`src/rtl/seg_display_scanner.sv`:
```
// seg_display_scanner
//   Feeds a 4-to-7 segment decoder. A processor value is captured into a
//   shadow register on load and committed to the display register only at a
//   frame boundary, so a frame never shows a mix of old and new nibbles.
//   The committed value is scanned one nibble per digit slot. The first cycle
//   of every slot is a ghosting guard with all digits off.
//
// Optional build macro: BLANK_LEADING_ZERO_EN
//   When defined, digit i > 0 is held off while nibbles i..NUM_DIGITS-1 of
//   the displayed value are all zero. Digit 0 is always shown.
//
// Ports
//   clk        in   system clock, rising edge
//   rst        in   asynchronous active-high reset
//   data_in    in   [DATA_W]     value to display
//   load       in   capture strobe for data_in
//   nibble_out out  [4]          nibble of the scanned digit (decoder input)
//   digit_en   out  [NUM_DIGITS] active-low digit enables
//   busy       out  captured value waiting for the next frame boundary
//   frame_done out  one-cycle pulse in the first cycle of each frame
module seg_display_scanner #(
    parameter int DATA_W      = 8,
    parameter int REFRESH_DIV = 50000,
    localparam int NUM_DIGITS = DATA_W / 4
) (
    input  logic                  clk,
    input  logic                  rst,
    input  logic [DATA_W-1:0]     data_in,
    input  logic                  load,
    output logic [3:0]            nibble_out,
    output logic [NUM_DIGITS-1:0] digit_en,
    output logic                  busy,
    output logic                  frame_done
);

    localparam int CNT_W = $clog2(REFRESH_DIV);
    localparam int IDX_W = (NUM_DIGITS > 1) ? $clog2(NUM_DIGITS) : 1;

    localparam logic [CNT_W-1:0] CNT_LAST = CNT_W'(REFRESH_DIV - 1);
    localparam logic [IDX_W-1:0] IDX_LAST = IDX_W'(NUM_DIGITS - 1);

    logic [CNT_W-1:0]            div_cnt;
    logic [IDX_W-1:0]            idx;
    logic [NUM_DIGITS-1:0][3:0]  shadow;
    logic [NUM_DIGITS-1:0][3:0]  disp;
    logic                        pending;

    logic slot_end;
    logic bnd;   // last cycle of the last slot: frame boundary

    assign slot_end = (div_cnt == CNT_LAST);
    assign bnd      = slot_end && (idx == IDX_LAST);

    always_ff @(posedge clk or posedge rst) begin
        if (rst) begin
            div_cnt    <= '0;
            idx        <= '0;
            shadow     <= '0;
            disp       <= '0;
            pending    <= 1'b0;
            frame_done <= 1'b0;
        end else begin
            if (slot_end) begin
                div_cnt <= '0;
                idx     <= (idx == IDX_LAST) ? '0 : idx + IDX_W'(1);
            end else begin
                div_cnt <= div_cnt + CNT_W'(1);
            end

            frame_done <= bnd;

            if (load)
                shadow <= data_in;

            if (bnd) begin
                // A load on the boundary bypasses the shadow so it is not
                // delayed by a whole frame.
                if (load)
                    disp <= data_in;
                else if (pending)
                    disp <= shadow;
                pending <= 1'b0;
            end else if (load) begin
                pending <= 1'b1;
            end
        end
    end

    assign nibble_out = disp[idx];
    assign busy       = pending;

    for (genvar i = 0; i < NUM_DIGITS; i++) begin : g_dig
        logic sel;
        logic show;

        // div_cnt == 0 is the guard cycle: nothing lit.
        assign sel = (idx == IDX_W'(i)) && (div_cnt != '0);

`ifdef BLANK_LEADING_ZERO_EN
        if (i == 0) begin : g_first
            assign show = 1'b1;
        end else begin : g_upper
            assign show = |disp[NUM_DIGITS-1:i];
        end
`else
        assign show = 1'b1;
`endif

        assign digit_en[i] = ~(sel && show);
    end

endmodule
```
`config.mk`:
```
export PLATFORM = sky130hd
export DESIGN_NAME = seg_display_scanner
export DESIGN_NICKNAME = d
export VERILOG_FILES = /design/src/rtl/seg_display_scanner.sv
export SDC_FILE = /design/constraint.sdc
export NUM_CORES = 1
export LEC_CHECK = 0
export ABC_AREA = 1
export CAP_MARGIN = 5
export CORE_UTILIZATION = 40
export CTS_CLUSTER_DIAMETER = 120
export DETAILED_ROUTE_END_ITERATION = 10
export SLEW_MARGIN = 20
export SYNTH_ARGS = -nofsm -noshare
export SYNTH_HDL_FRONTEND = slang
export SYNTH_SLANG_ARGS = --single-unit
```
`constraint.sdc`:
```
create_clock -name clk -period 2.5 [get_ports clk]
set_clock_uncertainty 0.2 [all_clocks]
set_input_delay 0.5 -clock clk [delete_from_list [all_inputs] [get_ports clk]]
set_output_delay 0.5 -clock clk [all_outputs]
set_load 0.05 [all_outputs]
```
==> flow_summary_export.csv <==
group,metric,value,unit
cts,cts.sinks,35,
grt,grt_pass1_vias,1438,
power,ir_drop,307,µV
cts,cts-root-buf,"clkbuf_8",
setup_path,cp_slowest_cell,"dfrtp_1",
yosys,synth_seq_cells,35,
status,status,"finished clean",
layout,area_delta_synth_final,21.1,%
detailed_routing,drtIter0Drc,80,
yosys,syn-num-nets,248,
setup_path,critical_path.max_stage_delay,400,ps
floorplan,core,0.00435,mm²
grt,grt.total_usage,18.2,%
yosys,avgSynthCellArea,7.76,µm²
detailed_routing,route.detailed.drc,0,
yosys,synth_area_leaders,"dfrtp_1, nand2_1, inv_1",
power,power.density,469,mW/mm²
floorplan,die_h,69.5,µm
grt,busiest_layer,"met1",
cts,cts_setup_buffers,0,
sta,hold_viol,0,
sta,setup_violations,0,
sta,maxSlewHeadroom,67.0,%
layout,antenna_cells,0,
grt,grtUsageMet3,5.81,%
yosys,syn_inst,235,
sta,tightest_slew,494,ps
placement,dp_hpwl,2.78,mm
yosys,synth_top_area_cell,"dfrtp_1",
floorplan,start_util,41.9,%
grt,grt_pass1_wl,6.71,mm
floorplan,fp-row-count,24,
setup_path,path_max_fanout,3,
cts,cts_tree,"yes",
yosys,yosysTopAreaCellShare,48.0,%
floorplan,ios,19,
cts,htree_levels,2,
cts,numCtsBuffers,5,
yosys,ys_seq_area_share,48.0,%
job,maxCapViolCount,0,
floorplan,die_area,0.00483,mm²
detailed_routing,avgViaCountPerCell,4.90,
detailed_routing,drt-total-wl,3.83,mm
grt,antenna_found_initial,0,
sta,drv_slew,0,
cts,path_clk_slew,80,ps
detailed_routing,drtAntennaViolNets,0,
setup_path,cp.required,1800,ps
detailed_routing,first_pass_iters,4,
setup_path,startpoint_type,"register",
cts,clkLatencyLatePin,290,ps
cts,cts_hold_buf,0,
placement,gp_congestion,0.821,
detailed_routing,wl_per_cell,12.3,µm
grt,overflow,0,
hold_path,min_path_type,"register to register",
setup_path,cp-end-kind,"primary output",
setup_path,crit_path_frequent_cell,"inv_1",
layout,nNetsFinal,272,
power,p_leak,1.12,nW
cts,cts_resized,0,
setup_path,cp_cell_sequence,"inv_1 > ha_1 > inv_1 > nor3_1 > nand4_1 > nand2_1 > buf_12",
sta,grt_setup_unrepaired,"false",
setup_path,cp.arrival,1590,ps
sta,min_period,2290,ps
yosys,synth_cell_types,26,
yosys,synthesis.area,0.00182,mm²
layout,layout-drive-gt1-share,13.8,%
sta,timing.hold.ws,260,ps
setup_path,crit_buf_inv,3,
floorplan,die_w,69.5,µm
setup_path,critPathTopFamily,"simple AND/OR/NAND/NOR gates",
placement,io_buffers,18,
sta,fmax,0.437,GHz
layout,fillCellCount,413,
grt,grt_max_degree,36,
sta,setup_tns,0,ps
yosys,ys_warn_count,0,
grt,grt_use_met2,25.8,%
detailed_routing,num_vias,1529,
grt,use_met1,25.9,%
cts,clockBufferDepth,2,
sta,post-route-period-util,91.4,%
setup_path,path_class,"register to primary output",
registers in the layout, summed over array words and instances (netlist names):
name	count
div_cnt	16
disp	8
shadow	8
busy	1
frame_done	1
idx	1
layer usage:
metal | vias to the layer above | share of wire [%] | wire length (µm)
met2 | 34 | 43 | 1660
met3 | 6 | 4.8 | 185
li1 | 775 | - | -
met5 | - | 0 | 0
met1 | 714 | 50 | 1930
met4 | 0 | 1.4 | 55
where the power goes:
group | internal, mW | total (mW) | switching (mW) | leakage [nW]
logic | 0.0210 | 0.0463 | 0.0253 | 0.627
clock network | 0.195 | 0.409 | 0.214 | 0.0412
registers | 0.577 | 0.580 | 0.00303 | 0.455
worst register-to-register path: stages, from the launching register on:
cell	delay (ps)
dfrtp_1	370
ha_1	210
nand3_2	140
inv_1	110
nand2_1	90
nor2_4	280
nand4_1	150
nand2_1	90
cell usage after synthesis:
library cell	instances
nor2_1	25
xor2_1	3
nor3_1	4
a21oi_1	4
o21ai_1	2
buf_6	1
nor2_2	5
xnor2_1	1
dfrtp_1	35
nand4_4	1
buf_2	1
nor2_4	4
nand3_1	7
inv_2	3
nand2_2	4
o21ai_0	4
nand4_1	11
inv_1	25
clkbuf_2	1
buf_4	2
and2_1	1
nand3_2	1
or2_0	1
nand2_1	86
ha_1	2
nor3_2	1
final timing paths:
kind | startpoint | end | slack (ps) | cells after the start
worst max-delay path | div_cnt[0]$_DFF_PP0_ | digit_en[0] | 210 | 7
worst min-delay path | div_cnt[0]$_DFF_PP0_ | div_cnt[0]$_DFF_PP0_ | 260 | 1
worst max register to register | div_cnt[0]$_DFF_PP0_ | disp[3]$_DFFE_PP0P_ | 800 | 7
worst min register to register | div_cnt[0]$_DFF_PP0_ | div_cnt[0]$_DFF_PP0_ | 260 | 1
max in group asynchronous | rst | disp[1]$_DFFE_PP0P_ | 1380 | 3
min in group asynchronous | rst | div_cnt[10]$_DFF_PP0_ | 410 | 3
layout by cell type, fill, tap and decap left out, types with 2 or more instances in the layout:
cell type        synthesis  final
ha_1                     2      2
buf_12                   0      6
nor2_4                   4      4
inv_2                    3      3
clkbuf_8                 0      5
nand2_2                  4      4
xor2_1                   3      3
o21ai_1                  2      2
nor3_1                   4      4
buf_4                    2      4
dfrtp_1                 35     35
nand2_1                 86     86
nand4_1                 11     11
a21oi_1                  4      4
o21ai_0                  4      4
inv_1                   25     25
nor2_1                  25     25
clkdlybuf4s50_1          0     12
nand3_1                  7      7
nor2_2                   5      5
cells by family after synthesis:
family                     Yosys count  share of synthesized area (%)
AOI/OAI and AO/OA                   10                           2.75
adders and majority gates            2                           1.37
buffers and inverters               33                           7.75
xor gates and xnor gates             4                           1.92
and+or+nand+nor                    151                           38.2
DFF                                 35                           48.0
per-stage QoR:
step | cells | cell area, µm² | power (mW) | utilization [%] | worst slack [ps]
after CTS | 312 | 2210 | 1.05 | 50.7 | 160
after global placement | 304 | 2120 | 0.639 | 48.7 | 518
final | 312 | 2210 | 1.04 | 50.7 | 214
after global routing | 312 | 2210 | 1.08 | 50.7 | 61.0
after detailed placement | 304 | 2120 | 0.640 | 48.7 | 500
after floorplan | 235 | 1820 | 0.614 | - | 545
area by class of cell:
type / count / area [µm²] / area share, %
Tap cell: 52 / 65.1 / 2.95
Timing Repair Buffer: 22 / 270 / 12.2
Inverter: 28 / 105 / 4.76
Clock buffer: 6 / 72.6 / 3.29
Multi-Input combinational cell: 167 / 806 / 36.5
Sequential cell: 35 / 876 / 39.7
Clock inverter: 2 / 12.5 / 0.567
(Power assumes the default switching activity.)
